`src/rtl/tmds_pkg.sv`:
```
// rtl/tmds_pkg.sv - TMDS mode encoding, symbol tables and popcount helper shared by the encoder lanes.
package tmds_pkg;

    typedef enum logic [2:0] {
        MODE_CTRL     = 3'd0,
        MODE_VIDEO    = 3'd1,
        MODE_VIDEO_GB = 3'd2,
        MODE_DATA     = 3'd3,
        MODE_DATA_GB  = 3'd4
    } tmds_mode_t;

    localparam logic [9:0] CTRL_SYM [4] = '{
        10'b1101010100, 10'b0010101011, 10'b0101010100, 10'b1010101011
    };

    localparam logic [9:0] TERC4_SYM [16] = '{
        10'b1010011100, 10'b1001100011, 10'b1011100100, 10'b1011100010,
        10'b0101110001, 10'b0100011110, 10'b0110001110, 10'b0100111100,
        10'b1011001100, 10'b0100111001, 10'b0110011100, 10'b1011000111,
        10'b1010001110, 10'b1001110001, 10'b0101100011, 10'b1011000011
    };

    localparam logic [9:0] VGB_SYM0 = 10'b1011001100;
    localparam logic [9:0] VGB_SYM1 = 10'b0100110011;
    localparam logic [9:0] DGB_SYM  = 10'b0100110011;
    localparam logic [9:0] RST_SYM  = CTRL_SYM[0];

    function automatic logic [3:0] popcount8(input logic [7:0] v);
        logic [3:0] n;
        n = 4'd0;
        for (int i = 0; i < 8; i++) begin
            n = n + {3'b000, v[i]};
        end
        return n;
    endfunction

endpackage

```
`src/rtl/tmds_lane.sv`:
```
// rtl/tmds_lane.sv - One TMDS lane: transition-minimising stage, DC-balance/period stage, optional output register.
module tmds_lane
    import tmds_pkg::*;
#(
    parameter int LANE_ROLE = 0,
    parameter int REG_OUT   = 1
) (
    input  logic       clk,
    input  logic       rst,
    input  logic       ce,
    input  logic [2:0] mode,
    input  logic [7:0] data,
    input  logic [1:0] ctrl,
    input  logic [3:0] aux,
    output logic [9:0] tmds,
    output logic [4:0] bias
);

    logic [3:0] n;
    logic       use_xnor;
    logic [8:0] qm;
    tmds_mode_t mode_in;

    logic [8:0] s1_qm;
    logic [3:0] s1_n1;
    tmds_mode_t s1_mode;
    logic [1:0] s1_ctrl;
    logic [3:0] s1_aux;

    logic [4:0] balance;
    logic       q8;
    logic [9:0] sym;
    logic [4:0] nbias;
    logic [9:0] s2_sym;
    logic [4:0] s2_bias;

    always_comb begin
        logic acc;
        n        = popcount8(data);
        use_xnor = (n > 4'd4) || ((n == 4'd4) && !data[0]);
        acc      = data[0];
        qm       = '0;
        qm[0]    = acc;
        for (int i = 1; i < 8; i++) begin
            acc   = use_xnor ? ~(acc ^ data[i]) : (acc ^ data[i]);
            qm[i] = acc;
        end
        qm[8]   = ~use_xnor;
        // Reserved codes 5..7 behave as control periods.
        mode_in = (mode > 3'd4) ? MODE_CTRL : tmds_mode_t'(mode);
    end

    always_ff @(posedge clk) begin
        if (rst) begin
            s1_qm   <= '0;
            s1_n1   <= '0;
            s1_mode <= MODE_CTRL;
            s1_ctrl <= '0;
            s1_aux  <= '0;
        end else if (ce) begin
            s1_qm   <= qm;
            s1_n1   <= popcount8(qm[7:0]);
            s1_mode <= mode_in;
            s1_ctrl <= ctrl;
            s1_aux  <= aux;
        end
    end

    always_comb begin
        balance = {s1_n1, 1'b0} - 5'd8;
        q8      = s1_qm[8];
        sym     = RST_SYM;
        nbias   = 5'd0;
        case (s1_mode)
            MODE_VIDEO: begin
                if ((s2_bias == 5'd0) || (balance == 5'd0)) begin
                    sym   = {~q8, q8, q8 ? s1_qm[7:0] : ~s1_qm[7:0]};
                    nbias = q8 ? (s2_bias + balance) : (s2_bias - balance);
                end else if (s2_bias[4] == balance[4]) begin
                    sym   = {1'b1, q8, ~s1_qm[7:0]};
                    nbias = s2_bias + {3'b000, q8, 1'b0} - balance;
                end else begin
                    sym   = {1'b0, q8, s1_qm[7:0]};
                    nbias = s2_bias - {3'b000, ~q8, 1'b0} + balance;
                end
            end
            MODE_VIDEO_GB: sym = (LANE_ROLE == 1) ? VGB_SYM1 : VGB_SYM0;
            MODE_DATA:     sym = TERC4_SYM[s1_aux];
            MODE_DATA_GB:  sym = (LANE_ROLE == 0) ? TERC4_SYM[{2'b11, s1_ctrl}] : DGB_SYM;
            default:       sym = CTRL_SYM[s1_ctrl];
        endcase
    end

    always_ff @(posedge clk) begin
        if (rst) begin
            s2_sym  <= RST_SYM;
            s2_bias <= 5'd0;
        end else if (ce) begin
            s2_sym  <= sym;
            s2_bias <= nbias;
        end
    end

    if (REG_OUT != 0) begin : g_reg_out
        logic [9:0] out_sym;
        logic [4:0] out_bias;
        always_ff @(posedge clk) begin
            if (rst) begin
                out_sym  <= RST_SYM;
                out_bias <= 5'd0;
            end else if (ce) begin
                out_sym  <= s2_sym;
                out_bias <= s2_bias;
            end
        end
        assign tmds = out_sym;
        assign bias = out_bias;
    end else begin : g_comb_out
        assign tmds = s2_sym;
        assign bias = s2_bias;
    end

endmodule

```
`src/rtl/tmds_encoder_hdmi.sv`:
```
// rtl/tmds_encoder_hdmi.sv - Multi-lane HDMI TMDS encoder; lane k takes guard-band role k mod 3.
module tmds_encoder_hdmi
    import tmds_pkg::*;
#(
    parameter int CHANNELS = 3,
    parameter int REG_OUT  = 1
) (
    input  logic                    i_clk,
    input  logic                    i_rst,
    input  logic                    i_ce,
    input  logic [2:0]              i_mode,
    input  logic [8*CHANNELS-1:0]   i_data,
    input  logic [2*CHANNELS-1:0]   i_ctrl,
    input  logic [4*CHANNELS-1:0]   i_aux,
    output logic [10*CHANNELS-1:0]  o_tmds,
    output logic [5*CHANNELS-1:0]   o_bias
);

    for (genvar g = 0; g < CHANNELS; g++) begin : g_lane
        tmds_lane #(
            .LANE_ROLE (g % 3),
            .REG_OUT   (REG_OUT)
        ) u_lane (
            .clk  (i_clk),
            .rst  (i_rst),
            .ce   (i_ce),
            .mode (i_mode),
            .data (i_data[8*g +: 8]),
            .ctrl (i_ctrl[2*g +: 2]),
            .aux  (i_aux[4*g +: 4]),
            .tmds (o_tmds[10*g +: 10]),
            .bias (o_bias[5*g +: 5])
        );
    end

endmodule

```
`config.mk`:
```
export PLATFORM = sky130hd
export DESIGN_NAME = tmds_encoder_hdmi
export DESIGN_NICKNAME = d
export VERILOG_FILES = /design/src/rtl/tmds_pkg.sv /design/src/rtl/tmds_lane.sv /design/src/rtl/tmds_encoder_hdmi.sv
export SDC_FILE = /design/constraint.sdc
export NUM_CORES = 1
export LEC_CHECK = 0
export CAP_MARGIN = 20
export CORE_UTILIZATION = 35
export CTS_CLUSTER_DIAMETER = 100
export CTS_CLUSTER_SIZE = 14
export DETAILED_ROUTE_END_ITERATION = 16
export MAX_ROUTING_LAYER = met4
export PLACE_DENSITY = 0.61
export REMOVE_ABC_BUFFERS = 1
export SKIP_CTS_REPAIR_TIMING = 1
export SYNTH_ARGS = -nofsm -noshare
export SYNTH_HDL_FRONTEND = slang
export SYNTH_SLANG_ARGS = --single-unit
```
`constraint.sdc`:
```
create_clock -name i_clk -period 15.2 [get_ports i_clk]
set_input_delay 2.28 -clock i_clk [delete_from_list [all_inputs] [get_ports i_clk]]
set_output_delay 2.28 -clock i_clk [all_outputs]
set_load 0.05 [all_outputs]
```
# Yosys cells after proc, flatten, opt, wreduce, memory -nomap -nowiden
# Memories as Yosys holds them, arrays and structs flattened.
# Index checks and enable logic that the tools add are counted.
# word_totals
out_inout_bits	45
mem_count	4
wordCells	253
romBits	640
reg_bits	150
ramBits	0
latch_bits	0
input_bits	48
# classes
bitwise_logic	58
order_cmp	11
shifts	0
addsub	63
n_reduce_logical	19
div_mod_pow	0
mux	63
n_eq_ne	10
multipliers	0
# mem_list
memory	depth	width	read_ports	rd_ports_with_merged_regs	wr	line	rtl
(no name shown)	16	10	1	0	0	tmds_lane.sv:88	MODE_DATA: sym = TERC4_SYM[s1_aux];
(no name shown)	16	10	1	0	0	tmds_lane.sv:88	
(no name shown)	16	10	1	0	0	tmds_lane.sv:88	
(no name shown)	16	10	1	0	0	tmds_lane.sv:89	MODE_DATA_GB: sym = (LANE_ROLE == 0) ? TERC4_SYM[{2'b11, s1_ctrl}] : DGB_SYM;
# op_table
op	count
10-bit two-way mux	20
4-bit by 1-bit adder with 4-bit output	36
10-bit case mux with 4 select lines	2
10-bit binary-select mux with 2-bit select	3
5-bit two-way mux	12
5-bit adder	6
5-bit logical NOT	6
10-bit case mux with 3 select lines	1
5-bit subtractor	6
1-bit NOT	27
8-bit two-way mux	3
8-bit NOT	3
1-bit two-way mux	21
1-bit bitwise XOR	21
5-bit >= comparator (second input constant)	4
4-bit NOT with 5-bit output	4
5-bit by 2-bit adder with 5-bit output	3
5-bit by 2-bit subtractor with 5-bit output	3
5-bit by 4-bit subtractor with 5-bit output (second input constant)	3
1-bit by 1-bit adder with 2-bit output	6
4-bit by 3-bit equality test with 1-bit output (second input constant)	3
4-bit by 3-bit > comparator with 1-bit output (second input constant)	3
3-bit >= comparator (second input constant)	3
2-bit NOT with 3-bit output	3
other kinds (10)	22

# Logic depth before layout (Yosys ltp)
# Gate-level depths: netlist (run 1).
# logic_depth
depth_word	30
mapped_depth	24
mapped_depth_nobuf	24

# Hierarchy
# Synthesis (run 1) repeated with hierarchy kept, for this count alone.
# unflattened
cells_unflattened	1194
area_unflattened_um2	10506.3
# modules_own_cells
mod	cells_each	n_inst	area_each_um2
tmds_lane at g_lane[0].u_lane	410	1	3563.4
tmds_lane at g_lane[1].u_lane	400	1	3485.8
tmds_lane at g_lane[2].u_lane	384	1	3457.1

# Least setup slack after synthesis (run 1)
# No wires, ideal clock.
# synth_timing
kind	input to register
startpoint	input port i_data[0]
endpoint	register g_lane[0].u_lane.s1_n1[2]
required_time_ps	15072
path_stages	23
n_path_buf	0
t_arrival_ps	7635
slack_ps	7437
path_cell_list	ha_1 inv_1 fa_1 fa_1 inv_1 fa_1 fa_1 nor3b_1 o22ai_1 nor3_1 nor2_1 ha_1 inv_1 fa_1 inv_1 fa_1 inv_1 fa_1 fa_1 xor2_1 nor2_1 a21oi_1 nor2_1
# synth_via
elab_chain_cells	30
word_cells_on_any_way	40
cone_classes	add/sub: 14; order compare: 1; eq/ne: 1; mux: 7; bitwise: 14; reduce/logical: 3
# synth_lines
element	line	rtl
start, declared	tmds_encoder_hdmi.sv:12	input logic [8*CHANNELS-1:0] i_data,
parallel branches: the longest is 10 deep, another holds 4-bit by 1-bit adder with 4-bit output	n/a	
1-bit two-way mux *	tmds_lane.sv:45	acc = use_xnor ? ~(acc ^ data[i]) : (acc ^ data[i]);
net g_lane[0].u_lane.qm[1]	tmds_lane.sv:21	logic [8:0] qm;
parallel branches: the longest is 18 deep, another holds 4-bit by 1-bit adder with 4-bit output	n/a	
4-bit by 1-bit adder with 4-bit output *	tmds_pkg.sv:32	n = n + {3'b000, v[i]};
end signal, assigned	tmds_lane.sv:62	s1_n1 <= popcount8(qm[7:0]);
end, declared	tmds_lane.sv:25	logic [3:0] s1_n1;
# Mark *: on every way through the listed nets, which the timed path passes.
# A chain may end at the register's enable or synchronous reset.

# Final worst setup path (run 1)
# Same ends and word-level chain as after synthesis.

==> results.json, run 1 <==
{
  "fin_crit_sh": 0.539,
  "grt_max_degree": 88,
  "clock-sinks": 144,
  "worst_slew_pin_slew_ns": 1.01,
  "critical_path.max_fanout": 4,
  "status": "finished clean",
  "placed_area_um2": 11300,
  "path_buf_inv": 6,
  "cts_tree": "yes",
  "path_delay_family": "adder cells",
  "clock_path_buffers": 2,
  "synth_edf_count": 0,
  "antenna_found_initial": 0,
  "vias": 8146,
  "io_pins": 93,
  "hold_viol": 0,
  "max-cap-violations": 0,
  "synth_cells": 1176,
  "setup_tns_ns": 0,
  "cp_common_cell": "fa_1",
  "hp-class": "flop to flop",
  "drc": 0,
  "synth-main-ff-cell": "dfxtp_1",
  "grt_pass1_wl_mm": 40.3,
  "post-place-cells": 1588,
  "dieArea_um2": 29800,
  "core_um2": 28700,
  "yosysSeqAreaShare": 0.283,
  "cts-root-buf": "clkbuf_16",
  "die_x_um": 173,
  "finalWirelength_mm": 24.0,
  "fmax_mhz": 122,
  "power_density_nw_per_um2": 127,
  "leakage_uw": 0.00513,
  "vias_per_cell": 5.03,
  "grt_overflow": 0,
  "rsz0062_at_grt": "no",
  "cp.required_ns": 15.49,
  "slowest_stage": "fa_1",
  "start_util": 0.355,
  "gp_congestion": 0.850,
  "die_h_um": 173,
  "stdcell_area_um2": 11900,
  "stdcell_count": 1620,
  "place_hpwl_mm": 17.3,
  "std_cell_rows": 62,
  "htreeDepth": 4,
  "synth_most_common_cell": "dfxtp_1",
  "drt-initial-drc-count": 514,
  "finalMaxSlewViolations": 0,
  "detail-route-antenna-nets": 0,
  "yosys_warnings": 0,
  "nNetsFinal": 1400,
  "synthDistinctLibCells": 70,
  "slowest_delay_ns": 0.49,
  "crit_chain": "clkdlybuf4s50_1, ha_1, inv_1, fa_1, fa_1, inv_1, fa_1, fa_1, nor3b_1, o22ai_1, nor3_1, nor2_1, ha_1, inv_1, fa_1, inv_1, fa_1, inv_1, fa_1, fa_1, xor2_1, nor2_1, a21oi_1, nor2_1",
  "insertion_delay_ns": 0.43,
  "ir_drop_mv": 0.0761,
  "synth.avg_cell_area_um2": 8.66,
  "period_minus_slack_ns": 8.19,
  "area_growth_pct": 17.1,
  "drive_above_1_share": 0.0518,
  "fillers": 2905,
  "yosysTopAreaCell": "dfxtp_1",
  "io_buffers": 89,
  "grt_usage": 0.172,
  "finalSetupViolCount": 0,
  "startpoint_type": "input port",
  "setup.worst_path.end_class": "flop",
  "yosys-top-cells-count": "dfxtp_1, nor2_1, inv_1, ha_1, mux2i_1",
  "cts_buffers": 17,
  "synth_top_area_share": 0.283,
  "cts.clk_slew.worst_paths_ns": 0.06,
  "n_antenna_cell": 0,
  "ys_async_sr_fraction": 0,
  "path_class": "input port to flop",
  "postLayoutCoreUtil": 0.416,
  "avgRoutedWirePerCell_um": 14.8,
  "syn_area_um2": 10200,
  "slew_headroom": 0.324,
  "ys_top_cells_by_area": "dfxtp_1, ha_1, mux2i_1, fa_1, nor2_1",
  "grt_pass1_vias": 7785,
  "ys_ff_latch": 144,
  "fin_skew_ns": 0.0100,
  "cp.arrival_ns": 8.48,
  "firstDrtPassIters": 5
}
-- cells in the final DEF (no fill, tap or decap), types with 10 or more instances in the layout --
cell,synthesis,routed
dfxtp_1,144,144
nand3_1,26,26
or3_1,16,16
a211oi_1,20,20
o211ai_1,17,17
nor3_1,12,12
nand2_1,61,61
nand2b_1,10,10
nor2_1,126,126
a21oi_1,79,79
a21o_1,17,17
clkbuf_16,0,17
nor2b_1,10,10
mux2i_1,84,84
xnor2_1,38,38
inv_1,107,106
ha_1,90,90
xor2_1,21,21
fa_1,39,39
o21ai_0,55,55
a31oi_1,22,22
clkdlybuf4s50_1,0,87
-- worst register-to-register path, cell delays in order (launching register included) --
cell and delay [ns]:
dfxtp_1 0.48, inv_1 0.15, fa_1 0.63, inv_1 0.11, fa_1 0.50, mux2i_1 0.06
mux2_2 0.27, a22oi_1 0.16, nor2_1 0.06
-- area by class of cell --
| class | instances | area [µm²] | share of cell area |
|---|---|---|---|
| clock inverter | 14 | 180 | 0.0151 |
| tap | 384 | 480 | 0.0403 |
| timing repair buffer | 95 | 935 | 0.0784 |
| sequential | 144 | 2880 | 0.242 |
| multi-input combinational | 858 | 6620 | 0.555 |
| inverter | 107 | 402 | 0.0337 |
| clock buffer | 18 | 429 | 0.0360 |
-- sequential cells by signal, summed over array words and instances (netlist names) --
register,cells
g_lane.u_lane.s1_ctrl,6
g_lane.u_lane.s1_n1,12
g_lane.u_lane.s2_sym,30
g_lane.u_lane.s2_bias,12
g_lane.u_lane.tmds,30
g_lane.u_lane.s1_qm,27
g_lane.u_lane.s1_aux,12
g_lane.u_lane.s1_mode,3
g_lane.u_lane.bias,12
-- per-stage QoR --
stage	setup slack, ns	total power [µW]	hold slack, ns
2_1_floorplan	7.40	944	0.433
3_3_place_gp	6.66	1080	0.454
3_5_place_dp	6.57	1100	0.456
4_1_cts	7.01	1540	0.466
5_1_grt	6.63	1650	0.488
6_report	7.01	1520	0.462
-- path summary, 6_finish.rpt --
path | start | endpoint | slack (ns) | cells past startpoint
worst min register to register | g_lane[1].u_lane.s1_n1[3] | g_lane[1].u_lane.s1_n1[3] | 0.46 | 2
worst max register to register | g_lane[1].u_lane.s2_bias[1] | g_lane[1].u_lane.s2_bias[2] | 12.63 | 8
worst max-delay path | i_data[0] | g_lane[0].u_lane.s1_n1[2] | 7.01 | 24
worst min-delay path | g_lane[1].u_lane.s1_n1[3] | g_lane[1].u_lane.s1_n1[3] | 0.46 | 2
-- kinds of logic (layout without fill, tap and decap cells) --
| group | Yosys count | count (layout) | share of synthesized area |
|---|---|---|---|
| buf+inv | 176 | 234 | 0.0683 |
| fa+ha+maj | 129 | 129 | 0.187 |
| flops | 144 | 144 | 0.283 |
| mux | 90 | 90 | 0.0892 |
| simple gates | 297 | 297 | 0.135 |
| other cells | 1 | 3 | 0.000368 |
| xor+xnor | 67 | 67 | 0.0661 |
| compound gates | 272 | 272 | 0.171 |
-- where the power goes --
| part | total [µW] | internal [µW] | switching [µW] |
|---|---|---|---|
| Combinational | 634 | 289 | 345 |
| Sequential | 448 | 412 | 35.8 |
| Clock | 437 | 261 | 177 |
-- layer usage --
layer  track usage  routed length (µm)  vias up
met5             -                   0        -
met4        0.0432                 235        0
met3        0.0358                1070       22
met2         0.265               10800      152
met1         0.228               11900     3841
li1              -                   -     4131
Note: power is estimated with default switching activity, not from simulation.
==> run 2: changes to the inputs <==
clock period = 7.7 ns   (was 15.2 ns; I/O delays follow)
==> run 2 against run 1 <==
  * Design area fell by 0.19%
  * Routed wire length up 0.32%
  * Die area is the same
  * Critical path depth stayed put
  * Core utilization down 0.079 points
  * Sequential cell count is the same
  * Non-clock buffer count is the same
  * Total power rose by 96%
  * Setup slack worse by 6.4 ns
  * Sequential power grew 97%
  * Largest power group unchanged
==> results.json, run 2 (synthesis results as in run 1) <==
{
  "status": "finished clean",
  "grt_max_degree": 88,
  "layout_commonest_cell": "dfxtp_1",
  "setup.worst_path.end_class": "flop",
  "drt-initial-drc-count": 464,
  "stdcell_area_um2": 11900,
  "die_h_um": 173,
  "start_util": 0.355,
  "p_int_uw": 1870,
  "rsz0062_at_grt": "no",
  "hp-class": "flop to flop",
  "critical_path.max_fanout": 4,
  "nNetsFinal": 1400,
  "power_frac_comb": 0.422,
  "clockPowerShare": 0.282,
  "place_hpwl_mm": 17.3,
  "worst_slew_pin_slew_ns": 0.990,
  "cts_tree": "yes",
  "cts-root-buf": "clkbuf_16",
  "clock-sinks": 144,
  "htreeDepth": 4,
  "dieArea_um2": 29800,
  "fin_crit_sh": 0.922,
  "detail-route-antenna-nets": 0,
  "min_path_cells": 2,
  "firstDrtPassIters": 5,
  "grt_pass1_vias": 7858,
  "hold_viol": 0,
  "fillers": 2905,
  "path_class": "input port to flop",
  "fmax_mhz": 141,
  "cp.arrival_ns": 7.38,
  "clock_path_buffers": 2,
  "insertion_delay_ns": 0.43,
  "pwr-share-seq": 0.297,
  "finalMaxSlewViolations": 0,
  "switchingPower_uw": 1110,
  "avgRoutedWirePerCell_um": 14.8,
  "setup_tns_ns": 0,
  "max-cap-violations": 0,
  "worst-r2r-cell-count": 8,
  "cp.required_ns": 7.98,
  "finalSetupViolCount": 0,
  "cp_common_cell": "fa_1",
  "core_um2": 28700,
  "cts.clk_slew.worst_paths_ns": 0.06,
  "io_pins": 93,
  "slew_headroom": 0.338,
  "drive_above_1_share": 0.0518,
  "fin_skew_ns": 0.00641,
  "multi_input_comb_area_um2": 6620,
  "register_area_um2": 2880,
  "crit_chain": "clkdlybuf4s50_1, ha_1, inv_1, fa_1, fa_1, inv_1, fa_1, fa_1, nor3b_1, o22ai_1, nor3_1, nor2_1, ha_1, inv_1, fa_1, inv_1, fa_1, inv_1, fa_1, fa_1, xor2_1, nor2_1, a21oi_1, nor2_1",
  "die_x_um": 173,
  "vias_per_cell": 5.03,
  "antenna_found_initial": 0,
  "grt_overflow": 0,
  "leakage_uw": 0.00511,
  "vias": 8151,
  "startpoint_type": "input port",
  "cts_buffers": 17,
  "path_buf_inv": 6,
  "cp_num_cells": 24,
  "grt_usage": 0.171,
  "io_buffers": 89,
  "grt_pass1_wl_mm": 40.4,
  "std_cell_rows": 62,
  "ir_drop_mv": 0.150,
  "power_density_nw_per_um2": 250,
  "drc": 0,
  "placed_area_um2": 11300,
  "path_delay_family": "adder cells",
  "mostFrequentLayoutCells": "dfxtp_1, nor2_1, inv_1",
  "slowest_stage": "fa_1",
  "slowest_delay_ns": 0.49,
  "sw_frac_of_total": 0.373,
  "n_antenna_cell": 0,
  "area_growth_pct": 16.8,
  "gp_congestion": 0.850,
  "period_minus_slack_ns": 7.10,
  "finalWirelength_mm": 24.0
}
==> run 2: stage by stage <==
stage	instances	power, µW	utilization	hold slack (ns)	setup WS [ns]
after CTS	1620	3010	0.415	0.464	0.620
after floorplan	1109	1860	-	0.433	1.03
after global routing	1620	3220	0.415	0.475	0.264
after global placement	1588	2130	0.394	0.454	0.281
final	1620	2980	0.415	0.465	0.601
after detailed placement	1588	2160	0.394	0.454	0.194
==> run 2: worst paths after layout <==
check / start / to / slack (ns)
hold / removal: g_lane[0].u_lane.s1_n1[3] / g_lane[0].u_lane.s1_n1[3] / 0.46
setup / recovery: i_data[0] / g_lane[0].u_lane.s1_n1[2] / 0.60
setup reg to reg: g_lane[2].u_lane.s1_qm[8] / g_lane[2].u_lane.s2_bias[2] / 5.14
hold reg to reg: g_lane[0].u_lane.s1_n1[3] / g_lane[0].u_lane.s1_n1[3] / 0.46
==> run 2: power groups by stage <==
stage          combinational (µW)  sequential (µW)  clock [µW]
2_1_floorplan                 960              904           0
3_3_place_gp                 1230              900           0
3_5_place_dp                 1260              900           0
4_1_cts                      1270              884         852
5_1_grt                      1440              895         883
6_report                     1250              884         838
==> run 2: layout make-up <==
class / instances / share of cell area
multi-input cells: 858 / 0.556
inverters: 107 / 0.0337
clock buffers: 18 / 0.0361
flip-flops and latches: 144 / 0.242
repair buffers: 95 / 0.0785
clock inverters: 14 / 0.0132
well taps: 384 / 0.0404
==> run 2: metal layers <==
metal	up-vias	GRT usage	part of all wire	routed length, µm
li1	4136	-	-	-
met1	3843	0.230	0.50	11900
met2	146	0.265	0.45	10800
met3	26	0.0288	0.043	1040
met4	0	0.0450	0.012	282
met5	-	-	0	0
==> run 2: worst register-to-register path: stages (launching register included) <==
cell and delay [ns]:
dfxtp_1 0.50, inv_1 0.17, fa_1 0.62, inv_1 0.09
fa_1 0.49, mux2i_1 0.07, mux2_2 0.28, a22oi_1 0.15
nor2_1 0.05
==> run 3: changes to the inputs <==
TNS_END_PERCENT = 30   (was unset)
==> results of run 3 <==
No change in the layout: final DEF, timing and power equal those of run 2.
